## config.mk

```make
export PLATFORM = sky130hd
export DESIGN_NAME = key_scan_flat
export DESIGN_NICKNAME = d
export VERILOG_FILES = /design/src/rtl/key_scan_if.sv /design/src/rtl/key_scan.sv /design/src/flat_wrapper.sv
export SDC_FILE = /design/constraint.sdc
export NUM_CORES = 1
export LEC_CHECK = 0
export ABC_CLOCK_PERIOD_IN_PS = 3650
export CORE_UTILIZATION = 48
export CTS_CLUSTER_SIZE = 40
export DETAILED_ROUTE_END_ITERATION = 12
export PLACE_DENSITY = 0.67
export SYNTH_ARGS = -nofsm -noshare
export SYNTH_HDL_FRONTEND = slang
export SYNTH_SLANG_ARGS = --single-unit
```

## constraint.sdc

```tcl
create_clock -name clk -period 3.65 [get_ports clk]
set_input_delay 0.365 -clock clk [delete_from_list [all_inputs] [get_ports clk]]
set_output_delay 0.365 -clock clk [all_outputs]
set_load 0.01 [all_outputs]
```

## src/rtl/key_scan_if.sv

```systemverilog
// key_scan_if: button/event bundle between the key scanner and its user.
//   btn  : raw push-buttons, active-low, asynchronous to the scanner clock
//   key  : one-hot key event, single-cycle, 8'h00 when idle
//   hold : high while a debounced press is held
// Modports: slave (the scanner), master (the button source / event consumer).
interface key_scan_if;
    logic [7:0] btn;
    logic [7:0] key;
    logic       hold;

    modport slave  (input btn, output key, output hold);
    modport master (output btn, input key, input hold);
endinterface

```

## src/rtl/key_scan.sv

```systemverilog
// key_scan: debounced 8-button scanner producing one-cycle one-hot key events.
//   clk    : system clock, rising edge
//   rst_n  : asynchronous active-low reset
//   bus    : key_scan_if.slave (btn in, key/hold out)
// Key map: bit7 MENU, bit6 SET, bit5 CANCEL, bit4 UP, bit3 DOWN, bits2:0 spare.
// Build option: define KEY_SCAN_REPEAT_EN to auto-repeat UP/DOWN while held.
//
// state     | meaning
// ----------+------------------------------------------------------------
// S_IDLE    | no button pressed; waiting for any nonzero input
// S_DEBOUNCE| candidate captured; counting stable cycles before the event
// S_HELD    | press accepted; waiting for full release (repeat if enabled)
// S_RELEASE | all buttons up; counting stable cycles before returning idle
module key_scan #(
    parameter int DEBOUNCE_CYC = 20000,
    parameter int REPEAT_DELAY = 500000,
    parameter int REPEAT_RATE  = 100000
) (
    input  logic       clk,
    input  logic       rst_n,
    key_scan_if.slave  bus
);

    localparam int MAX_AB    = (DEBOUNCE_CYC > REPEAT_DELAY) ? DEBOUNCE_CYC : REPEAT_DELAY;
    localparam int MAX_PARAM = (MAX_AB > REPEAT_RATE) ? MAX_AB : REPEAT_RATE;
    localparam int CNT_W     = $clog2(MAX_PARAM + 1);

    localparam logic [CNT_W-1:0] DEB_LAST = CNT_W'(DEBOUNCE_CYC - 1);
    localparam logic [CNT_W-1:0] CNT_MAX  = {CNT_W{1'b1}};

    localparam logic [1:0] S_IDLE     = 2'd0;
    localparam logic [1:0] S_DEBOUNCE = 2'd1;
    localparam logic [1:0] S_HELD     = 2'd2;
    localparam logic [1:0] S_RELEASE  = 2'd3;

    logic [7:0]       r_sync1;
    logic [7:0]       r_sync2;
    logic [1:0]       r_state;
    logic [7:0]       r_cand;
    logic [CNT_W-1:0] r_cnt;
    logic [7:0]       r_key;

    logic [7:0]       w_v;
    logic [7:0]       w_key_sel;
    logic [CNT_W-1:0] w_cnt_inc;
    logic             w_deb_done;
    logic             w_rpt_fire;

    assign w_v = r_sync2;

    // Buttons are active-low; invert before synchronizing so reset (0) means released.
    always_ff @(posedge clk or negedge rst_n) begin
        if (!rst_n) begin
            r_sync1 <= 8'h00;
            r_sync2 <= 8'h00;
        end else begin
            r_sync1 <= ~bus.btn;
            r_sync2 <= r_sync1;
        end
    end

    // Highest set bit of the candidate wins; later iterations overwrite lower bits.
    always_comb begin
        w_key_sel = 8'h00;
        for (int i = 0; i < 8; i++) begin
            if (r_cand[i]) w_key_sel = 8'b1 << i;
        end
    end

    assign w_cnt_inc = (r_cnt == CNT_MAX) ? r_cnt : r_cnt + CNT_W'(1);
    // Compare the incremented value so the event lands on the DEBOUNCE_CYC-th
    // stable sample rather than one cycle later.
    assign w_deb_done = (w_cnt_inc >= DEB_LAST);

`ifdef KEY_SCAN_REPEAT_EN
    localparam logic [CNT_W-1:0] RPT_DELAY_LD = CNT_W'(REPEAT_DELAY - 1);
    localparam logic [CNT_W-1:0] RPT_RATE_LD  = CNT_W'(REPEAT_RATE - 1);

    logic [CNT_W-1:0] r_rpt;
    logic             w_rpt_arm;

    // Only UP and DOWN repeat, and only while the exact same pattern is held.
    assign w_rpt_arm  = (r_state == S_HELD) && (w_v == r_cand) && ((w_key_sel & 8'h18) != 8'h00);
    assign w_rpt_fire = w_rpt_arm && (r_rpt == '0);

    // Outside HELD the timer is kept preloaded, so every entry to HELD restarts it.
    always_ff @(posedge clk or negedge rst_n) begin
        if (!rst_n) begin
            r_rpt <= '0;
        end else if (r_state != S_HELD) begin
            r_rpt <= RPT_DELAY_LD;
        end else if (w_rpt_arm) begin
            r_rpt <= (r_rpt == '0) ? RPT_RATE_LD : r_rpt - CNT_W'(1);
        end
    end
`else
    assign w_rpt_fire = 1'b0;
`endif

    always_ff @(posedge clk or negedge rst_n) begin
        if (!rst_n) begin
            r_state <= S_IDLE;
            r_cand  <= 8'h00;
            r_cnt   <= '0;
            r_key   <= 8'h00;
        end else begin
            r_key <= 8'h00;
            case (r_state)
                S_IDLE: begin
                    if (w_v != 8'h00) begin
                        r_cand  <= w_v;
                        r_cnt   <= '0;
                        r_state <= S_DEBOUNCE;
                    end
                end
                S_DEBOUNCE: begin
                    if (w_v != r_cand) begin
                        r_state <= S_IDLE;
                    end else if (w_deb_done) begin
                        r_key   <= w_key_sel;
                        r_state <= S_HELD;
                    end else begin
                        r_cnt <= w_cnt_inc;
                    end
                end
                S_HELD: begin
                    if (w_v == 8'h00) begin
                        r_cnt   <= '0;
                        r_state <= S_RELEASE;
                    end else if (w_rpt_fire) begin
                        r_key <= w_key_sel;
                    end
                end
                S_RELEASE: begin
                    if (w_v != 8'h00) begin
                        r_state <= S_HELD;
                    end else if (w_deb_done) begin
                        r_state <= S_IDLE;
                    end else begin
                        r_cnt <= w_cnt_inc;
                    end
                end
                default: r_state <= S_IDLE;
            endcase
        end
    end

    assign bus.key  = r_key;
    assign bus.hold = (r_state == S_HELD) || (r_state == S_RELEASE);

endmodule

```

## src/flat_wrapper.sv

```systemverilog
// flat-port wrapper written by rule: the top's interface ports become plain ports
module key_scan_flat 
#(
    parameter int DEBOUNCE_CYC = 20000,
    parameter int REPEAT_DELAY = 500000,
    parameter int REPEAT_RATE  = 100000
)
  (clk, rst_n, bus_btn, bus_key, bus_hold);
  key_scan_if bus_i ();
  input  logic clk;
  input  logic rst_n;
  input wire logic [$bits(bus_i.btn)-1:0] bus_btn;
  output wire logic [$bits(bus_i.key)-1:0] bus_key;
  output wire logic [$bits(bus_i.hold)-1:0] bus_hold;
  assign bus_i.btn = bus_btn;
  assign bus_key = bus_i.key;
  assign bus_hold = bus_i.hold;
  key_scan #(.DEBOUNCE_CYC(DEBOUNCE_CYC), .REPEAT_DELAY(REPEAT_DELAY), .REPEAT_RATE(REPEAT_RATE)) u_core (.clk(clk), .rst_n(rst_n), .bus(bus_i));
endmodule
```

# Word level (Yosys, flattened, before mapping)
# Index checks and enable logic that the tools add are counted.
# word_totals
out_inout_bits,9
latch_bits,0
n_memories,0
ff_bits,53
rom_bits,0
word_cells,52
ramBits,0
inputBits,10
# classes
n_addsub,1
n_lt_le_gt_ge,1
n_shift,0
reduce_logical,7
mux,25
n_mul,0
n_div,0
bitwise,1
eq_ne,11
# ops
op,n
$mux W19,6
$pmux W19 S4,1
$mux W8,4
$add A19 B1 Y19 const B,1
$eq A19 B19 Y1 const B,1
$ge A19 B15 Y1 const B,1
$mux W2,7
$logic_not A8 Y1,1
$ne A8 B8 Y1,1
$not A8 Y8,1
$pmux W2 S4,1
$reduce_and A4 Y1,2
$reduce_bool A8 Y1,1
$mux W7,1
$mux W6,1
$ne A3 B1 Y1 const B,2
$mux W5,1
$eq A2 B2 Y1 const B,2
$mux W4,1
$ne A2 B1 Y1 const B,2
$ne A2 B2 Y1 const B,2
$mux W3,1
$eq A2 B1 Y1 const B,1
$logic_not A2 Y1,1
3 further kinds,3

# Longest topological paths before layout
# logic_depth
depth_word,11
mapped_depth,12
depth_no_buf,9

# Least setup slack after synthesis
# Ideal clock, no wire load.
# synth_path
kind,register -> register
start,reg u_core.r_cnt[0]
end,reg u_core.r_cnt[7]
path_slack_ns,0.758
setup_time_ns,0.135
arrival_ns,2.757
stages_incl_launch_ff,13
synth_period_minus_slack_ns,2.892
path_buffers,3
required_time_ns,3.515
cell_sequence,dfrtp_1 ha_1 buf_2 inv_1 or4_1 buf_2 or3_1 o21ai_1 nand3_2 a21o_1 buf_6 o311ai_1 o31ai_1
# synth_between
elab_chain_len,6
word_cells_on_any_way,8
classes_between,add/sub: 1; order compare: 1; eq/ne: 1; mux: 5
# synth_rtl
item,line_no,rtl
from (decl),key_scan.sv:40,logic [CNT_W-1:0] r_cnt;
from (signal assigned),key_scan.sv:123,r_cnt <= w_cnt_inc;
from (signal assigned),key_scan.sv:140,r_cnt <= w_cnt_inc;
$add A19 B1 Y19 / $eq A19 B19 Y1 (equally long branches),key_scan.sv:70,assign w_cnt_inc = (r_cnt == CNT_MAX) ? r_cnt : r_cnt + CNT_W'(1);
$mux W19 *,key_scan.sv:70,
$ge A19 B15 Y1,key_scan.sv:73,assign w_deb_done = (w_cnt_inc >= DEB_LAST);
$mux W19 *,"key_scan.sv:119, key_scan.sv:137",
$mux W19 (on tied branches),"key_scan.sv:135, key_scan.sv:117",
$pmux W19 S4 *,key_scan.sv:108,case (r_state)
# Mark *: on every way between the ends. The rest lies on a longest branch, timed or not. The select of a mux whose other input is x is not followed.
# A chain may end at the register's enable or synchronous reset.

# Worst setup path after layout
# layout_path
start,reg u_core.r_cnt[0]
end,reg u_core.r_cnt[1]
# Same word-level chain as after synthesis.

==> flow_metrics.tcl <==
set metrics [dict create \
    postRouteAntennaNets 0 \
    synth_area_um2 2530 \
    cp.arrival_ns 3.51 \
    synthCells 241 \
    top_usage_layer "met1" \
    rsz0062_at_grt "false" \
    synth_top_area_cell "dfrtp_1" \
    cap_violations 0 \
    dp_hpwl_um 3310 \
    route.detailed.drc 0 \
    drtPass1Iterations 4 \
    r2r_cells 9 \
    synth_edf_count 0 \
    grt_pass1_vias 1743 \
    final_nets 269 \
    row_count 26 \
    ys.flop_type "dfrtp_1" \
    final.setup.tns_ns 0 \
    grt_pass1_wl_um 8350 \
    die_y_um 74.7 \
    period_needed_ns 3.33 \
    multi_input_area_um2 1090 \
    utilization_pct 56.5 \
    cts.clk_slew.worst_paths_ns 0.11 \
    grtUsageTotal_pct 19.9 \
    yosys-top-cells-area "dfrtp_1 (52%), xor2_1 (3.8%), mux2_2 (3.6%)" \
    p_leak_nw 1.22 \
    wire_per_inst_um 14.1 \
    internal-power_uw 912 \
    initial_core_util_pct 49.6 \
    met2_usage_pct 29.3 \
    switching_power_uw 339 \
    cts_max_level 2 \
    ys_ff_latch 53 \
    sw_frac_of_total_pct 27.1 \
    gp_congestion 0.925 \
    synth.net_count 252 \
    avgSynthCellArea_um2 10.5 \
    max_freq_mhz 300 \
    r2r_start "u_core.r_cnt[0]" \
    wl_um 4650 \
    die-area_um2 5580 \
    via_count 1836 \
    coreArea_um2 5110 \
    final_hold_viol_count 0 \
    die_w_um 74.7 \
    p_clk_share_pct 32.6 \
    syn_to_final_growth_pct 13.9 \
    regArea_um2 1330 \
    tritoncts "built" \
    crit_fanout 12 \
    worstSkewPairLatency_ns 0.31 \
    power.share.combinational_pct 12.9 \
    cts_buffers 5 \
    yosysWarnings 0 \
    status "finished clean" \
    path_class "reg -> reg" \
    cts_buffer_depth 2 \
    power_density_nw_per_um2 433 \
    drive_gt1_share_pct 10.4 \
    fin_crit_sh_pct 91.2 \
    r2r_setup_slack_ns 0.32 \
    critPathLaunchType "flip-flop" \
    ys_types 51 \
    fill_cells 463 \
    cts_root_buf "clkbuf_8" \
    slew_headroom_pct 62.0 \
    vias_per_cell 5.58 \
    fin_skew_ns 0.0157 \
    clock-sinks 53 \
    io_pins 19 \
    seqPwrFrac_pct 54.6 \
    async_flop_share_pct 100 \
    synth.most_common_cell "dfrtp_1" \
    grt.overflow.total 0 \
    use_met3_pct 3.75 \
    numPortBuffers 18 \
    setup-violations-final 0 \
    timing.rr.end "u_core.r_cnt[1]" \
    seq_area_frac_synth_pct 52.3 \
    grt_start_max_net_pins 31 \
    antenna_found_initial 0 \
    critPathCaptureType "flip-flop" \
    maxSlewViolCount 0 \
    tightest_slew_ns 0.568 \
    min_path_type "in -> async" \
    antennaDiodeCount 0 \
    synth_top_area_share_pct 52.3 \
    holdBufCountCts 0 \
    met1_usage_pct 29.6 \
    ir_drop_mv 0.259 \
    crit_required_ns 3.83 \
    synth_top_cells_by_count "dfrtp_1 (53), nand2_1 (18), inv_1 (15)" \
    drt-initial-drc-count 164 \
]
-- stage by stage --
stage          power, mW  hold slack (ns)  cell area, µm²  std cells  worst slack (ns)
2_1_floorplan      0.793           0.0694            2530        241             0.758
3_3_place_gp       0.852            0.331            2770        321             0.360
3_5_place_dp       0.855            0.335            2770        321             0.301
4_1_cts             1.27           0.0281            2890        329             0.277
5_1_grt             1.31           0.0462            2890        329            0.0332
6_report            1.25           0.0114            2890        329             0.320
-- cell usage in the layout, fill, tap and decap left out, drive strengths merged, types with 2 or more instances in the layout --
cell and n:
a21oi 4, and2 2, a21o 2, o21a 2, o21ai 7, o311ai 8
a31oi 4, o2bb2ai 2, mux2 9, o2111ai 2, nor4 3, nand4 6
nand3 9, dfrtp 53, nor2b 6, inv 17, nor3 11, o22ai 2
buf 5, o31ai 11, and4b 2, nor3b 2, or4 3, or3 2
xor2 11, clkbuf 5, a211o 2, clkdlybuf4s50 17, and3 6, nor2 11
nand2 18, and4 2
-- timing repair --
action / 4_1_cts / 5_1_grt
buffers inserted: 0 / 0
hold endpoints to repair: 0 / 0
gates resized for setup: 0 / 1
endpoints found under the setup margin: 0 / 7
-- worst max-delay path, stage by stage, from the launching register on --
cell and delay [ns]:
dfrtp_1 0.46, ha_1 0.36, inv_1 0.15, or4_1 0.72
or3_1 0.42, o21ai_1 0.10, nand3_2 0.15, a21o_2 0.32
a21oi_2 0.39, o22ai_1 0.13
-- worst max-delay path by stage --
stage	slack, ns	cells after the start	to	startpoint
detailed placement	0.30	9	u_core.r_cnt[1]	u_core.r_cnt[0]
finish	0.32	9	u_core.r_cnt[1]	u_core.r_cnt[0]
global route	0.03	9	u_core.bus.key[3]	u_core.r_cnt[0]
floorplan	0.76	12	u_core.r_cnt[7]	u_core.r_cnt[0]
CTS	0.28	9	u_core.r_cnt[1]	u_core.r_cnt[0]
global placement	0.36	9	u_core.r_cnt[1]	u_core.r_cnt[0]
-- layout make-up --
| class | count | area share [%] |
|---|---|---|
| Timing Repair Buffer | 22 | 7.11 |
| Multi-Input combinational cell | 161 | 37.9 |
| Sequential cell | 53 | 45.9 |
| Clock inverter | 3 | 1.65 |
| Clock buffer | 5 | 2.38 |
| Tap cell | 70 | 3.03 |
| Inverter | 15 | 1.95 |
-- power groups by stage --
stage | sequential (mW) | clock, mW | combinational, mW
6_report | 0.683 | 0.407 | 0.161
5_1_grt | 0.691 | 0.440 | 0.180
4_1_cts | 0.682 | 0.424 | 0.162
3_5_place_dp | 0.694 | 0 | 0.161
3_3_place_gp | 0.692 | 0 | 0.160
2_1_floorplan | 0.673 | 0 | 0.119
-- flip-flops by register name (all words and copies together) (netlist names) --
name	count
u_core.r_cand	8
u_core.r_state	2
u_core.r_sync1	8
u_core.r_cnt	19
u_core.bus.key	8
u_core.r_sync2	8
-- per-layer routing --
metal  routed length (µm)  vias to the layer above  part of all wire, %
met3                  174                        7                  3.7
met5                    0                        -                    0
met1                 2340                      865                   50
li1                     -                      924                    -
met2                 2090                       40                   45
met4                   55                        0                  1.2
-- cell families after synthesis --
logic type / count (synthesis) / share of synthesized area [%]
and+or+nand+nor: 86 / 19.0
DFF: 53 / 52.3
AOI/OAI and AO/OA: 53 / 15.4
buffers and inverters: 27 / 4.54
adders and majority gates: 1 / 0.494
xor gates and xnor gates: 11 / 3.80
muxes: 10 / 4.39
Power figures use the tool's default switching activity.
